<file path="src/rtl/concat_order_pkg.sv">
// Shared constants for the ordered-concatenation FIFO: order-mode codes and
// the occupancy-state encoding used by the top-level FSM.
package concat_order_pkg;

    localparam logic [1:0] MODE_DC   = 2'b00;
    localparam logic [1:0] MODE_CD   = 2'b01;
    localparam logic [1:0] MODE_HOLD = 2'b10;
    localparam logic [1:0] MODE_INV  = 2'b11;

    typedef enum logic [1:0] {
        ST_EMPTY   = 2'b00,
        ST_PARTIAL = 2'b01,
        ST_FULL    = 2'b10
    } occ_state_e;

endpackage

</file>
<file path="src/rtl/concat_order_pack.sv">
// Combinational word formation: orders or inverts the two operands, or
// repeats the previously pushed word.
module concat_order_pack
    import concat_order_pkg::*;
#(
    parameter int W = 1
) (
    input  logic [W-1:0]   c_i,
    input  logic [W-1:0]   d_i,
    input  logic [1:0]     mode_i,
    input  logic [2*W-1:0] last_word_i,
    output logic [2*W-1:0] word_o
);

    always_comb begin
        word_o = last_word_i;
        case (mode_i)
            MODE_DC:   word_o = {d_i, c_i};
            MODE_CD:   word_o = {c_i, d_i};
            MODE_HOLD: word_o = last_word_i;
            MODE_INV:  word_o = {~d_i, ~c_i};
            default:   word_o = last_word_i;
        endcase
    end

endmodule

</file>
<file path="src/rtl/concat_order_fifo.sv">
// Ordered-concatenation FIFO: forms 2W-bit words from c/d/mode, buffers them in
// a DEPTH-entry FIFO, and keeps a ~d tap and a wrapping transaction counter.
module concat_order_fifo
    import concat_order_pkg::*;
#(
    parameter int W     = 1,
    parameter int DEPTH = 2,
    parameter int CW    = 16
) (
    input  logic           clock,
    input  logic           reset_n,
    input  logic           in_valid,
    output logic           in_ready,
    input  logic [W-1:0]   c,
    input  logic [W-1:0]   d,
    input  logic [1:0]     mode,
    output logic           out_valid,
    input  logic           out_ready,
    output logic [2*W-1:0] out_data,
    output logic [W-1:0]   x_tap,
    output logic [CW-1:0]  txn_cnt
);

    localparam int PW = (DEPTH > 1) ? $clog2(DEPTH) : 1;
    localparam int NW = $clog2(DEPTH + 1);
    localparam logic [PW-1:0] LAST_PTR = PW'(DEPTH - 1);
    localparam logic [NW-1:0] FULL_CNT = NW'(DEPTH);
    localparam logic [NW-1:0] ONE_CNT  = NW'(1);

    logic [2*W-1:0] mem_q [DEPTH];
    logic [PW-1:0]  wr_ptr_q, wr_ptr_d;
    logic [PW-1:0]  rd_ptr_q, rd_ptr_d;
    logic [NW-1:0]  count_q, count_d;
    logic [2*W-1:0] last_word_q;
    logic [W-1:0]   x_tap_q;
    logic [CW-1:0]  txn_cnt_q;
    occ_state_e     state_q, state_d;

    logic           push, pop;
    logic [2*W-1:0] word;

    concat_order_pack #(.W(W)) u_pack (
        .c_i         (c),
        .d_i         (d),
        .mode_i      (mode),
        .last_word_i (last_word_q),
        .word_o      (word)
    );

    assign in_ready  = (state_q != ST_FULL);
    assign out_valid = (state_q != ST_EMPTY);
    assign push      = in_valid & in_ready;
    assign pop       = out_valid & out_ready;
    assign out_data  = mem_q[rd_ptr_q];
    assign x_tap     = x_tap_q;
    assign txn_cnt   = txn_cnt_q;

    // Pointers wrap by explicit compare so non-power-of-two depths work.
    always_comb begin
        wr_ptr_d = wr_ptr_q;
        rd_ptr_d = rd_ptr_q;
        count_d  = count_q;
        if (push) begin
            wr_ptr_d = (wr_ptr_q == LAST_PTR) ? '0 : wr_ptr_q + 1'b1;
        end
        if (pop) begin
            rd_ptr_d = (rd_ptr_q == LAST_PTR) ? '0 : rd_ptr_q + 1'b1;
        end
        if (push && !pop) begin
            count_d = count_q + 1'b1;
        end else if (pop && !push) begin
            count_d = count_q - 1'b1;
        end
    end

    always_comb begin
        state_d = state_q;
        case (state_q)
            ST_EMPTY: begin
                if (push) begin
                    state_d = (DEPTH == 1) ? ST_FULL : ST_PARTIAL;
                end
            end
            ST_PARTIAL: begin
                if (push && !pop && (count_q == FULL_CNT - ONE_CNT)) begin
                    state_d = ST_FULL;
                end else if (pop && !push && (count_q == ONE_CNT)) begin
                    state_d = ST_EMPTY;
                end
            end
            ST_FULL: begin
                if (pop) begin
                    state_d = (DEPTH == 1) ? ST_EMPTY : ST_PARTIAL;
                end
            end
            default: state_d = ST_EMPTY;
        endcase
    end

    always_ff @(posedge clock) begin
        if (!reset_n) begin
            state_q     <= ST_EMPTY;
            wr_ptr_q    <= '0;
            rd_ptr_q    <= '0;
            count_q     <= '0;
            last_word_q <= '0;
            x_tap_q     <= '0;
            txn_cnt_q   <= '0;
        end else begin
            state_q  <= state_d;
            wr_ptr_q <= wr_ptr_d;
            rd_ptr_q <= rd_ptr_d;
            count_q  <= count_d;
            if (push) begin
                last_word_q <= word;
                x_tap_q     <= ~d;
                txn_cnt_q   <= txn_cnt_q + 1'b1;
            end
        end
    end

    // Storage is cleared on reset so the head reads 0 right after reset.
    always_ff @(posedge clock) begin
        if (!reset_n) begin
            for (int i = 0; i < DEPTH; i++) begin
                mem_q[i] <= '0;
            end
        end else if (push) begin
            mem_q[wr_ptr_q] <= word;
        end
    end

endmodule

</file>
<file path="config.mk">
export PLATFORM = sky130hd
export DESIGN_NAME = concat_order_fifo
export DESIGN_NICKNAME = d
export VERILOG_FILES = /design/src/rtl/concat_order_pkg.sv /design/src/rtl/concat_order_pack.sv /design/src/rtl/concat_order_fifo.sv
export SDC_FILE = /design/constraint.sdc
export NUM_CORES = 1
export LEC_CHECK = 0
export CAP_MARGIN = 20
export CELL_PAD_IN_SITES_DETAIL_PLACEMENT = 0
export CELL_PAD_IN_SITES_GLOBAL_PLACEMENT = 1
export CORE_ASPECT_RATIO = 0.7
export CORE_MARGIN = 3
export CORE_UTILIZATION = 37
export CTS_BUF_LIST = sky130_fd_sc_hd__clkbuf_16
export CTS_CLUSTER_SIZE = 40
export DETAILED_ROUTE_END_ITERATION = 10
export PLACE_DENSITY = 0.8
export SLEW_MARGIN = 10
export SYNTH_ARGS = -nofsm -noshare
export SYNTH_HDL_FRONTEND = slang
export SYNTH_SLANG_ARGS = --single-unit
export TNS_END_PERCENT = 100
</file>
<file path="constraint.sdc">
create_clock -name clock -period 2.1 [get_ports clock]
set_input_delay 0.42 -clock clock [delete_from_list [all_inputs] [get_ports clock]]
set_output_delay 0.42 -clock clock [all_outputs]
set_load 0.02 [all_outputs]
</file>
==> key figures, run 1 <==
Worst setup path
  • CP arrival: 1500 ps
  • CP Capture Type: primary output
  • R2R Setup Slk: 450 ps
  • Max FO, Critical Path: 2
  • Reg2reg start: state_q[0]$_SDFFE_PN0P_
  • Crit path kind: reg2out
  • R2R depth: 5
  • RR Endpoint: txn_cnt[13]$_SDFFE_PN0P_
  • Type of origin of the critical path: register
  • Critical Path RT: 1680 ps

Power
  • Max VDD drop: 0.397 mV
  • PD cells: 783 nW/µm²
  • P_leak: 0.000689 µW

STA
  • Period minus WS final: 1920 ps
  • Final Cycle Share: 0.914
  • # setup viols final: 0
  • RSZ-0062 raised after global routing: no
  • Worst slew margin: 0.801
  • Final Hold Fails: 0
  • Fin Hold WS: 463 ps
  • Max frequency: 521 MHz
  • Clock skew after layout: 3.47 ps
  • Setup TNS: 0 ps
  • Max Slew Vio Count: 0
  • Worst-margin pin slew: 295 ps

Drt
  • Final WL: 3070 µm
  • Total number of vias: 1207
  • DR pass1 iterations: 4
  • Routed wire per std cell: 12.6 µm
  • Final ANT Viol Nets: 0
  • DRT iter0 DRCs: 53
  • Residual DRC: 0
  • Vias per cell: 4.95

Clock tree
  • H-tree lvl count: 2
  • Postcts setup bufs: 0
  • Clock Latency Late Sink: 270 ps
  • Clk sinks: 30
  • CTS tree: yes
  • Reg clk slew, reported paths: 50 ps
  • Clock Path Buffers: 2
  • Root buffer cell: clkbuf_16
  • PostCTS Resize Cnt: 0
  • Clock buffer count from CTS: 5
  • CTS Hold Bufs: 0

Die
  • Die Footprint: 4580 µm²
  • Initial Util: 0.392
  • Number of I/O pins: 29
  • Rows: 18
  • Die Wd: 79.6 µm
  • Core area: 3580 µm²
  • Die height: 57.5 µm

Global route
  • Initial antenna violation count: 0
  • Gr ovfl total: 0
  • Vias in the first global route: 1102
  • Largest net degree at the start of global routing: 26
  • Global-route wire length before repair: 5180 µm
  • Global-route usage over all layers: 0.148

Job
  • Max-cap check violation count: 0

Placement
  • Gpl congestion: 0.811
  • Number of port buffers: 28
  • Dpl hpwl: 2180 µm

Yosys
  • Warnings from Yosys: 0
  • Asr flop ratio synth: 0
  • Cell Area, Synth: 1400 µm²
  • Mean post-synth cell area: 8.99 µm²
  • Sequential-to-total area share from yosys stat: 0.457
  • Synth unique cells: 34
  • Post-synth EDFFs: 4
  • Synth Instances: 156
  • Post-synthesis register bit count: 30
  • Syn Nets: 168
  • Most used DFF post-synth: dfxtp_1

Worst hold path
  • WHS Path Cells: 2
  • Hold Startpoint: last_word_q[0]$_SDFFE_PN0P_
  • Hold crit path type: reg2reg
  • Hold path endpoint: last_word_q[0]$_SDFFE_PN0P_

Finish
  • Syn-to-layout area delta: 36.4%
  • Antenna Cells: 0
  • Fin nets: 205
  • Layout cells sized above 1: 0.108

Run status
  • Outcome: completed
layer usage:
layer | up-vias | track usage | routed length (µm)
li1 | 621 | - | -
met5 | - | 0 | 0
met1 | 550 | 0.211 | 1600
met4 | 0 | 0.0613 | 42
met2 | 31 | 0.197 | 1250
met3 | 5 | 0.0584 | 180
cell families (layout without fill, tap and decap cells):
kind of cell | after synthesis | after routing | share of synthesized area
xor gates and xnor gates | 10 | 10 | 0.0624
DFF | 30 | 30 | 0.457
adders and majority gates | 4 | 4 | 0.0357
muxes | 5 | 5 | 0.0392
buffers and inverters | 11 | 49 | 0.0321
AOI/OAI and AO/OA | 33 | 33 | 0.132
and+or+nand+nor | 63 | 63 | 0.242
cell usage in the layout (no fill, tap or decap), types with 5 or more instances in the layout:
| master | instances |
|---|---|
| xor2_1 | 7 |
| nand4_1 | 5 |
| buf_4 | 6 |
| clkbuf_16 | 5 |
| dfxtp_1 | 26 |
| a21oi_1 | 12 |
| nor2_1 | 19 |
| o21ai_0 | 13 |
| clkdlybuf4s50_1 | 28 |
| inv_1 | 5 |
| nand2_1 | 12 |
| and2_1 | 6 |
| or3_1 | 8 |
power breakdown:
group          total, µW  internal (µW)  switching (µW)
registers            633            614            19.7
clock network        683            431             251
logic                181           88.4            92.4
synthesized netlist by cell type (2+ instances only):
cell / n / share of area
nor2_1: 19 / 0.051
edfxtp_1: 4 / 0.086
and2_1: 6 / 0.027
clkbuf_1: 3 / 0.0080
nand2b_1: 2 / 0.0089
dfxtp_1: 26 / 0.37
a211oi_1: 2 / 0.011
nand3_1: 4 / 0.014
a21oi_1: 12 / 0.043
xor2_1: 7 / 0.044
nand2_1: 12 / 0.032
xnor2_1: 3 / 0.019
nand4_1: 5 / 0.022
inv_1: 5 / 0.013
o211ai_1: 2 / 0.011
or3_1: 8 / 0.036
o21ai_0: 13 / 0.046
ha_1: 4 / 0.036
mux2_2: 4 / 0.032
worst max-delay path: stages, from the launching register on:
cell and delay [ps]:
dfxtp_1 350, mux2_2 340, clkdlybuf4s50_1 540
flip-flops by register name, indices dropped and copies added, names as in the netlist, named ones only:
register	count
x_tap	1
last_word_q	2
mem_q	4
txn_cnt	16
rd_ptr_q	1
state_q	2
count_q	2
wr_ptr_q	1
per-stage QoR:
stage	util	setup WS (ps)	area, µm²	total power, µW	instances
after floorplan	-	406	1400	755	156
after global placement	0.495	155	1770	821	236
after detailed placement	0.495	93.5	1770	827	236
after CTS	0.534	162	1910	1510	244
after global routing	0.534	116	1910	1570	244
final	0.534	180	1910	1500	244
final cells by class:
cell class,count,area (µm²)
Tap cell,50,62.6
Inverter,7,26.3
Clock inverter,3,16.3
Timing Repair Buffer,34,325
Fill cell,327,1670
Sequential cell,30,641
Multi-Input combinational cell,115,717
Clock buffer,5,125
how the worst max path moves through the flow:
stage | slack (ps) | to | startpoint | cells past startpoint
floorplan | 410 | state_q[0]$_SDFFE_PN0P_ | in_valid | 7
global placement | 150 | txn_cnt[13]$_SDFFE_PN0P_ | in_valid | 4
detailed placement | 90 | txn_cnt[13]$_SDFFE_PN0P_ | in_valid | 4
CTS | 160 | out_data[0] | register | 2
global route | 120 | out_data[0] | register | 2
finish | 180 | out_data[0] | register | 2
No activity file was read; power rests on OpenSTA's default activity.
==> run 2, diff against run 1 <==
--- a/config.mk
+++ b/config.mk
@@ -10,13 +10,14 @@
 export CELL_PAD_IN_SITES_GLOBAL_PLACEMENT = 1
 export CORE_ASPECT_RATIO = 0.7
 export CORE_MARGIN = 3
-export CORE_UTILIZATION = 37
+export CORE_UTILIZATION = 38
 export CTS_BUF_LIST = sky130_fd_sc_hd__clkbuf_16
 export CTS_CLUSTER_SIZE = 40
 export DETAILED_ROUTE_END_ITERATION = 10
-export PLACE_DENSITY = 0.8
+export PLACE_DENSITY = 0.81
 export SLEW_MARGIN = 10
 export SYNTH_ARGS = -nofsm -noshare
 export SYNTH_HDL_FRONTEND = slang
+export SYNTH_HIERARCHICAL = 1
 export SYNTH_SLANG_ARGS = --single-unit
 export TNS_END_PERCENT = 100
==> run 2 against run 1 <==
  * Global-route usage is essentially flat
  * Synthesized cell count grew 1.9%
  * Critical path depth unchanged
  * Clock power rose by 17%
  * Register-to-register slack got worse by 20 ps
  * Combinational power about the same
  * Die area rose by 0.22%
  * Fmax rose by 0.80%
  * Synthesized area grew 2.9%
  * Clock skew barely moved
  * Core utilization up 1.5 points
  * Sequential share of layout area fell by 0.90 points
==> key figures, run 2 <==
Run status
  • Outcome: completed (unchanged)

Worst setup path
  • R2R depth: 5 (unchanged)
  • Max FO, Critical Path: 2 (unchanged)
  • Type of origin of the critical path: register (unchanged)
  • Worst path top cell family by delay: buffers and inverters (unchanged)
  • WP depth: 2 (unchanged)
  • CP arrival: 1490 ps (was 1500 ps)
  • R2R Setup Slk: 430 ps (was 450 ps)
  • Reg2reg start: txn_cnt[0]$_SDFFE_PN0P_ (was state_q[0]$_SDFFE_PN0P_)
  • Crit path buffers/inverters: 1 (unchanged)
  • Crit path kind: reg2out (unchanged)
  • Max stage delay on crit path: 540 ps (about the same)
  • CP Capture Type: primary output (unchanged)
  • RR Endpoint: txn_cnt[12]$_SDFFE_PN0P_ (was txn_cnt[13]$_SDFFE_PN0P_)
  • Critical Path RT: 1680 ps (about the same)
  • Cells along the critical path: mux2_2, clkdlybuf4s50_1 (unchanged)
  • Critical Path Sink: out_data[1] (was out_data[0])
  • Slowest-stage cell, CP: clkdlybuf4s50_1 (unchanged)

STA
  • Clock skew after layout: 3.26 ps (was 3.47 ps)
  • Final Hold Fails: 0 (unchanged)
  • Setup TNS: 0 ps (unchanged)
  • Max frequency: 525 MHz (was 521 MHz)
  • Final Cycle Share: 0.907 (was 0.914)
  • Period minus WS final: 1910 ps (was 1920 ps)
  • Worst slew margin: 0.746 (was 0.801)
  • Max Slew Vio Count: 0 (unchanged)
  • # setup viols final: 0 (unchanged)
  • RSZ-0062 raised after global routing: no (unchanged)
  • Worst-margin pin slew: 378 ps (was 295 ps)

Clock tree
  • Clk sinks: 30 (unchanged)
  • Root buffer cell: clkbuf_16 (unchanged)
  • CTS Hold Bufs: 0 (unchanged)
  • CTS tree: yes (unchanged)
  • Clock Path Buffers: 2 (unchanged)
  • Postcts setup bufs: 0 (unchanged)
  • Reg clk slew, reported paths: 50 ps (about the same)
  • Clock Latency Late Sink: 270 ps (about the same)
  • H-tree lvl count: 2 (unchanged)
  • Clock buffer count from CTS: 5 (unchanged)
  • PostCTS Resize Cnt: 0 (unchanged)

Power
  • Sw power: 354 µW (was 364 µW)
  • Reg power frac: 0.393 (was 0.423)
  • Comb pwr share: 0.112 (was 0.121)
  • Int Power: 1250 µW (was 1130 µW)
  • PD cells: 817 nW/µm² (was 783 nW/µm²)
  • P_leak: 0.000732 µW (was 0.000689 µW)
  • Max VDD drop: 0.404 mV (was 0.397 mV)
  • Clock power frac: 0.495 (was 0.456)
  • Net Sw Frac: 0.220 (was 0.243)

Yosys
  • Largest cells by area after synthesis: dfxtp_1, edfxtp_1, xor2_1 (was dfxtp_1, edfxtp_1, nor2_1)
  • Syn Nets: 171 (was 168)
  • Post-synthesis register bit count: 30 (unchanged)
  • Synth Instances: 159 (was 156)
  • Asr flop ratio synth: 0 (unchanged)
  • Synth top cells by count: dfxtp_1, nor2_1, nand2_1, a21oi_1, xor2_1 (was dfxtp_1, nor2_1, o21ai_0, a21oi_1, nand2_1)
  • Cell accounting for the most synthesized area: dfxtp_1 (unchanged)
  • Most numerous cell in the Yosys netlist: dfxtp_1 (unchanged)
  • Top cell type's share of synthesized area: 0.360 (was 0.371)
  • Mean post-synth cell area: 9.08 µm² (was 8.99 µm²)
  • Synth unique cells: 38 (was 34)
  • Sequential-to-total area share from yosys stat: 0.444 (was 0.457)
  • Warnings from Yosys: 6 (was 0)
  • Post-synth EDFFs: 4 (unchanged)
  • Cell Area, Synth: 1440 µm² (was 1400 µm²)
  • Most used DFF post-synth: dfxtp_1 (unchanged)

Global route
  • Largest net degree at the start of global routing: 24 (was 26)
  • Vias in the first global route: 1171 (was 1102)
  • Global-route wire length before repair: 5250 µm (was 5180 µm)
  • Gr ovfl total: 0 (unchanged)
  • Initial antenna violation count: 0 (unchanged)
  • Global-route usage over all layers: 0.149 (was 0.148)

Drt
  • Final ANT Viol Nets: 0 (unchanged)
  • Residual DRC: 0 (unchanged)
  • DRT iter0 DRCs: 58 (was 53)
  • Routed wire per std cell: 12.5 µm (was 12.6 µm)
  • Total number of vias: 1242 (was 1207)
  • DR pass1 iterations: 4 (unchanged)
  • Final WL: 3090 µm (was 3070 µm)
  • Vias per cell: 5.05 (was 4.95)

Finish
  • Most frequent cells in the layout: clkdlybuf4s50_1, dfxtp_1, nor2_1 (unchanged)
  • Commonest non-fill, non-tap cell in the layout: clkdlybuf4s50_1 (unchanged)
  • Fin nets: 207 (was 205)
  • Final instance area: 1970 µm² (was 1910 µm²)
  • Final core utilization: 0.549 (was 0.534)
  • Syn-to-layout area delta: 36.1% (was 36.4%)
  • Post-Layout Cell Count: 246 (was 244)
  • Layout cells sized above 1: 0.133 (was 0.108)
  • Antenna Cells: 0 (unchanged)
  • Max reg flops: 16 (unchanged)
  • Filler cell count: 310 (was 327)

Die
  • Die Wd: 79.7 µm (was 79.6 µm)
  • Rows: 18 (unchanged)
  • Die Footprint: 4590 µm² (was 4580 µm²)
  • Core area: 3580 µm² (unchanged)
  • Number of I/O pins: 29 (unchanged)
  • Die height: 57.6 µm (was 57.5 µm)
  • Initial Util: 0.403 (was 0.392)

Placement
  • Cell count after placement: 238 (was 236)
  • Dpl cell area: 1800 µm² (was 1770 µm²)
  • Gpl congestion: 0.793 (was 0.811)
  • Number of port buffers: 28 (unchanged)
  • Dpl hpwl: 2260 µm (was 2180 µm)

Worst hold path
  • Hold crit path type: reg2reg (unchanged)

Job
  • Max-cap check violation count: 0 (unchanged)
## run 2: cell count changes after synthesis, sizes merged, moves of 3 or more
cell and change:
buf +3, mux2i +4, a21oi -3, nand2 +5, o21ai -7, o31ai +3, or3 -7, or4 +4
## run 2: power groups by stage
stage	Sequential, µW	Clock, µW	Combinational [µW]
2_1_floorplan	645	0	109
3_3_place_gp	641	0	174
3_5_place_dp	643	0	180
4_1_cts	631	819	181
5_1_grt	635	842	201
6_report	631	796	180
## run 2: how the worst min path moves through the flow
| stage | start | end | slack, ps | depth (start not counted) |
|---|---|---|---|---|
| floorplan | last_word_q[0]$_SDFFE_PN0P_ | last_word_q[0]$_SDFFE_PN0P_ | 440 | 2 |
| global placement | last_word_q[0]$_SDFFE_PN0P_ | last_word_q[0]$_SDFFE_PN0P_ | 450 | 2 |
| detailed placement | last_word_q[1]$_SDFFE_PN0P_ | last_word_q[1]$_SDFFE_PN0P_ | 460 | 2 |
| CTS | last_word_q[1]$_SDFFE_PN0P_ | last_word_q[1]$_SDFFE_PN0P_ | 460 | 2 |
| global route | last_word_q[1]$_SDFFE_PN0P_ | last_word_q[1]$_SDFFE_PN0P_ | 480 | 2 |
| finish | last_word_q[1]$_SDFFE_PN0P_ | last_word_q[1]$_SDFFE_PN0P_ | 460 | 2 |
## run 2: cells by family after synthesis
kind of cell,synth area share
XOR/XNOR,0.0667
buffers and inverters,0.0503
multiplexers,0.0503
AO/OA/AOI/OAI,0.109
AND/OR/NAND/NOR,0.245
adder cells (fa/ha/maj),0.0347
flip-flops,0.444
## run 2: cell type report
| class | instances | area [µm²] | area share |
|---|---|---|---|
| multi-input combinational | 115 | 731 | 0.372 |
| sequential | 30 | 641 | 0.326 |
| timing repair buffer | 36 | 340 | 0.173 |
| clock buffer | 5 | 125 | 0.0637 |
| tap | 50 | 62.6 | 0.0318 |
| clock inverter | 3 | 40.0 | 0.0204 |
| inverter | 7 | 26.3 | 0.0134 |
## run 2: metal layers
metal | GRT usage | vias to the layer above | share of wire
met5 | 0 | - | 0
met4 | 0.0613 | 0 | 0.018
met3 | 0.0631 | 5 | 0.053
met2 | 0.216 | 27 | 0.43
met1 | 0.194 | 582 | 0.49
li1 | - | 628 | -
## run 2: metrics by stage
stage	hold WS (ps)	power, µW	setup slack (ps)
2_1_floorplan	436	755	453
3_3_place_gp	451	815	152
3_5_place_dp	455	823	78.3
4_1_cts	462	1630	177
5_1_grt	480	1680	145
6_report	459	1610	195
## run 2: worst reg2reg max path, stage by stage, from the launching register on
cell     delay, ps
dfxtp_1        380
ha_1           180
and2_1         180
nand3_1        190
or4_1          510
a21oi_1        160
==> run 3, diff against run 2 <==
--- a/config.mk
+++ b/config.mk
@@ -10,11 +10,11 @@
 export CELL_PAD_IN_SITES_GLOBAL_PLACEMENT = 1
 export CORE_ASPECT_RATIO = 0.7
 export CORE_MARGIN = 3
-export CORE_UTILIZATION = 38
+export CORE_UTILIZATION = 25
 export CTS_BUF_LIST = sky130_fd_sc_hd__clkbuf_16
 export CTS_CLUSTER_SIZE = 40
 export DETAILED_ROUTE_END_ITERATION = 10
-export PLACE_DENSITY = 0.81
+export PLACE_DENSITY = 0.59
 export SLEW_MARGIN = 10
 export SYNTH_ARGS = -nofsm -noshare
 export SYNTH_HDL_FRONTEND = slang
==> run 3 against run 2 <==
  * Sequential cell count unchanged
  * Setup slack got worse by 29 ps
  * Sequential power about the same
  * Critical endpoint is now out_data[0]
  * First-iteration DRC count fell by 45%
==> key figures, run 3 (synthesized netlist as in run 2, its figures left out) <==
Die
  • Die Wd: 96.8 µm (was 79.7 µm)
  • Die Footprint: 6740 µm² (was 4590 µm²)
  • Number of I/O pins: 29 (unchanged)
  • Die height: 69.6 µm (was 57.6 µm)
  • Initial Util: 0.268 (was 0.403)
  • Rows: 22 (was 18)
  • Core area: 5400 µm² (was 3580 µm²)

STA
  • Fin Hold WS: 460 ps (was 459 ps)
  • Period minus WS final: 1930 ps (was 1910 ps)
  • Clock skew after layout: 6.94 ps (was 3.26 ps)
  • Setup TNS: 0 ps (unchanged)
  • Worst slew margin: 0.751 (was 0.746)
  • # setup viols final: 0 (unchanged)
  • Max Slew Vio Count: 0 (unchanged)
  • RSZ-0062 raised after global routing: no (unchanged)
  • Final Hold Fails: 0 (unchanged)
  • Final Cycle Share: 0.921 (was 0.907)
  • Worst-margin pin slew: 371 ps (was 378 ps)
  • Max frequency: 517 MHz (was 525 MHz)

Global route
  • Global-route usage over all layers: 0.105 (was 0.149)
  • Vias in the first global route: 1218 (was 1171)
  • Global-route wire length before repair: 5660 µm (was 5250 µm)
  • Gr ovfl total: 0 (unchanged)
  • M1 GR Usage: 0.137 (was 0.194)
  • Grt peak-use layer: met2 (unchanged)
  • M2 GR Usage: 0.155 (was 0.216)
  • GRT met3 Usage: 0.0412 (was 0.0631)
  • Initial antenna violation count: 0 (unchanged)
  • Largest net degree at the start of global routing: 13 (was 24)

Clock tree
  • Clock Path Buffers: 2 (unchanged)
  • Clk sinks: 30 (unchanged)
  • PostCTS Resize Cnt: 0 (unchanged)
  • Postcts setup bufs: 0 (unchanged)
  • CTS tree: yes (unchanged)
  • Reg clk slew, reported paths: 50 ps (about the same)
  • CTS Hold Bufs: 0 (unchanged)
  • Clock Latency Late Sink: 270 ps (about the same)
  • Root buffer cell: clkbuf_16 (unchanged)
  • Clock buffer count from CTS: 5 (unchanged)
  • H-tree lvl count: 2 (unchanged)

Run status
  • Outcome: completed (unchanged)

Worst setup path
  • Max FO, Critical Path: 2 (unchanged)
  • Max stage delay on crit path: 540 ps (about the same)
  • Type of origin of the critical path: register (unchanged)
  • Slowest-stage cell, CP: clkdlybuf4s50_1 (unchanged)
  • Worst path top cell family by delay: buffers and inverters (unchanged)
  • Crit path buffers/inverters: 1 (unchanged)
  • Critical Path RT: 1680 ps (about the same)
  • Cells along the critical path: mux2_2, clkdlybuf4s50_1 (unchanged)
  • CP Capture Type: primary output (unchanged)
  • Crit path kind: reg2out (unchanged)
  • CP arrival: 1510 ps (was 1490 ps)

Job
  • Max-cap check violation count: 0 (unchanged)

Drt
  • Total number of vias: 1233 (was 1242)
  • DRT iter0 DRCs: 32 (was 58)
  • Final ANT Viol Nets: 0 (unchanged)
  • Residual DRC: 0 (unchanged)
  • Routed wire per std cell: 12.4 µm (was 12.5 µm)
  • DR pass1 iterations: 4 (unchanged)
  • Final WL: 3320 µm (was 3090 µm)
  • Vias per cell: 4.62 (was 5.05)

Finish
  • Layout cells sized above 1: 0.128 (was 0.133)
  • Final instance area: 1990 µm² (was 1970 µm²)
  • Post-Layout Cell Count: 267 (was 246)
  • Max reg flops: 16 (unchanged)
  • Fin nets: 206 (was 207)
  • Commonest non-fill, non-tap cell in the layout: clkdlybuf4s50_1 (unchanged)
  • Most frequent cells in the layout: clkdlybuf4s50_1, dfxtp_1, nor2_1 (unchanged)
  • Syn-to-layout area delta: 37.5% (was 36.1%)
  • Filler cell count: 563 (was 310)
  • Antenna Cells: 0 (unchanged)

Power
  • P_leak: 0.000729 µW (was 0.000732 µW)
  • PD cells: 810 nW/µm² (was 817 nW/µm²)
  • Max VDD drop: 0.333 mV (was 0.404 mV)

Placement
  • Dpl hpwl: 2510 µm (was 2260 µm)
  • Gpl congestion: 0.724 (was 0.793)
  • Cell count after placement: 259 (was 238)
  • Number of port buffers: 28 (unchanged)
  • Dpl cell area: 1820 µm² (was 1800 µm²)

Worst hold path
  • Hold crit path type: reg2reg (unchanged)
[run 3: changes by cell type in the layout (fill, tap and decap cells not counted)]
cell,delta
buf_4,-1
[run 3: per-layer routing]
metal | share of wire | wire [µm] | vias up
met5 | 0 | 0 | -
met4 | 0.013 | 43 | 0
met3 | 0.048 | 161 | 5
met2 | 0.42 | 1400 | 27
met1 | 0.52 | 1720 | 572
li1 | - | - | 629
[run 3: path summary, 6_finish.rpt]
check / start / endpoint / slack [ps] / cells past startpoint
setup / recovery: register / out_data[0] / 170 / 2
hold / removal: last_word_q[1]$_SDFFE_PN0P_ / last_word_q[1]$_SDFFE_PN0P_ / 460 / 2
setup reg to reg: state_q[0]$_SDFFE_PN0P_ / txn_cnt[12]$_SDFFE_PN0P_ / 400 / 5
hold reg to reg: last_word_q[1]$_SDFFE_PN0P_ / last_word_q[1]$_SDFFE_PN0P_ / 460 / 2
[run 3: layout make-up]
cell class | instances | area [µm²] | area share
timing repair buffer | 35 | 333 | 0.168
inverter | 7 | 26.3 | 0.0132
sequential | 30 | 641 | 0.323
tap | 72 | 90.1 | 0.0454
clock inverter | 3 | 40.0 | 0.0202
clock buffer | 5 | 125 | 0.0630
multi-input combinational | 115 | 731 | 0.368
[run 3: where the power goes]
part / switching, µW / internal, µW / total [µW]
sequential: 18.8 / 613 / 632
combinational: 91.6 / 87.7 / 179
clock: 244 / 553 / 798
[run 3: through the flow]
stage               utilization  worst slack, ps  power, µW
floorplan                     -              453        755
global placement          0.337              116        819
detailed placement        0.337             60.9        826
CTS                       0.368              146       1640
global route              0.368              110       1690
finish                    0.368              166       1610
[run 3: worst register-to-register path, cell delays in order (launching register included)]
cell,delay [ps]
dfxtp_1,350
nand2b_1,220
buf_4,190
nand3_1,200
or4_1,530
a21oi_1,150
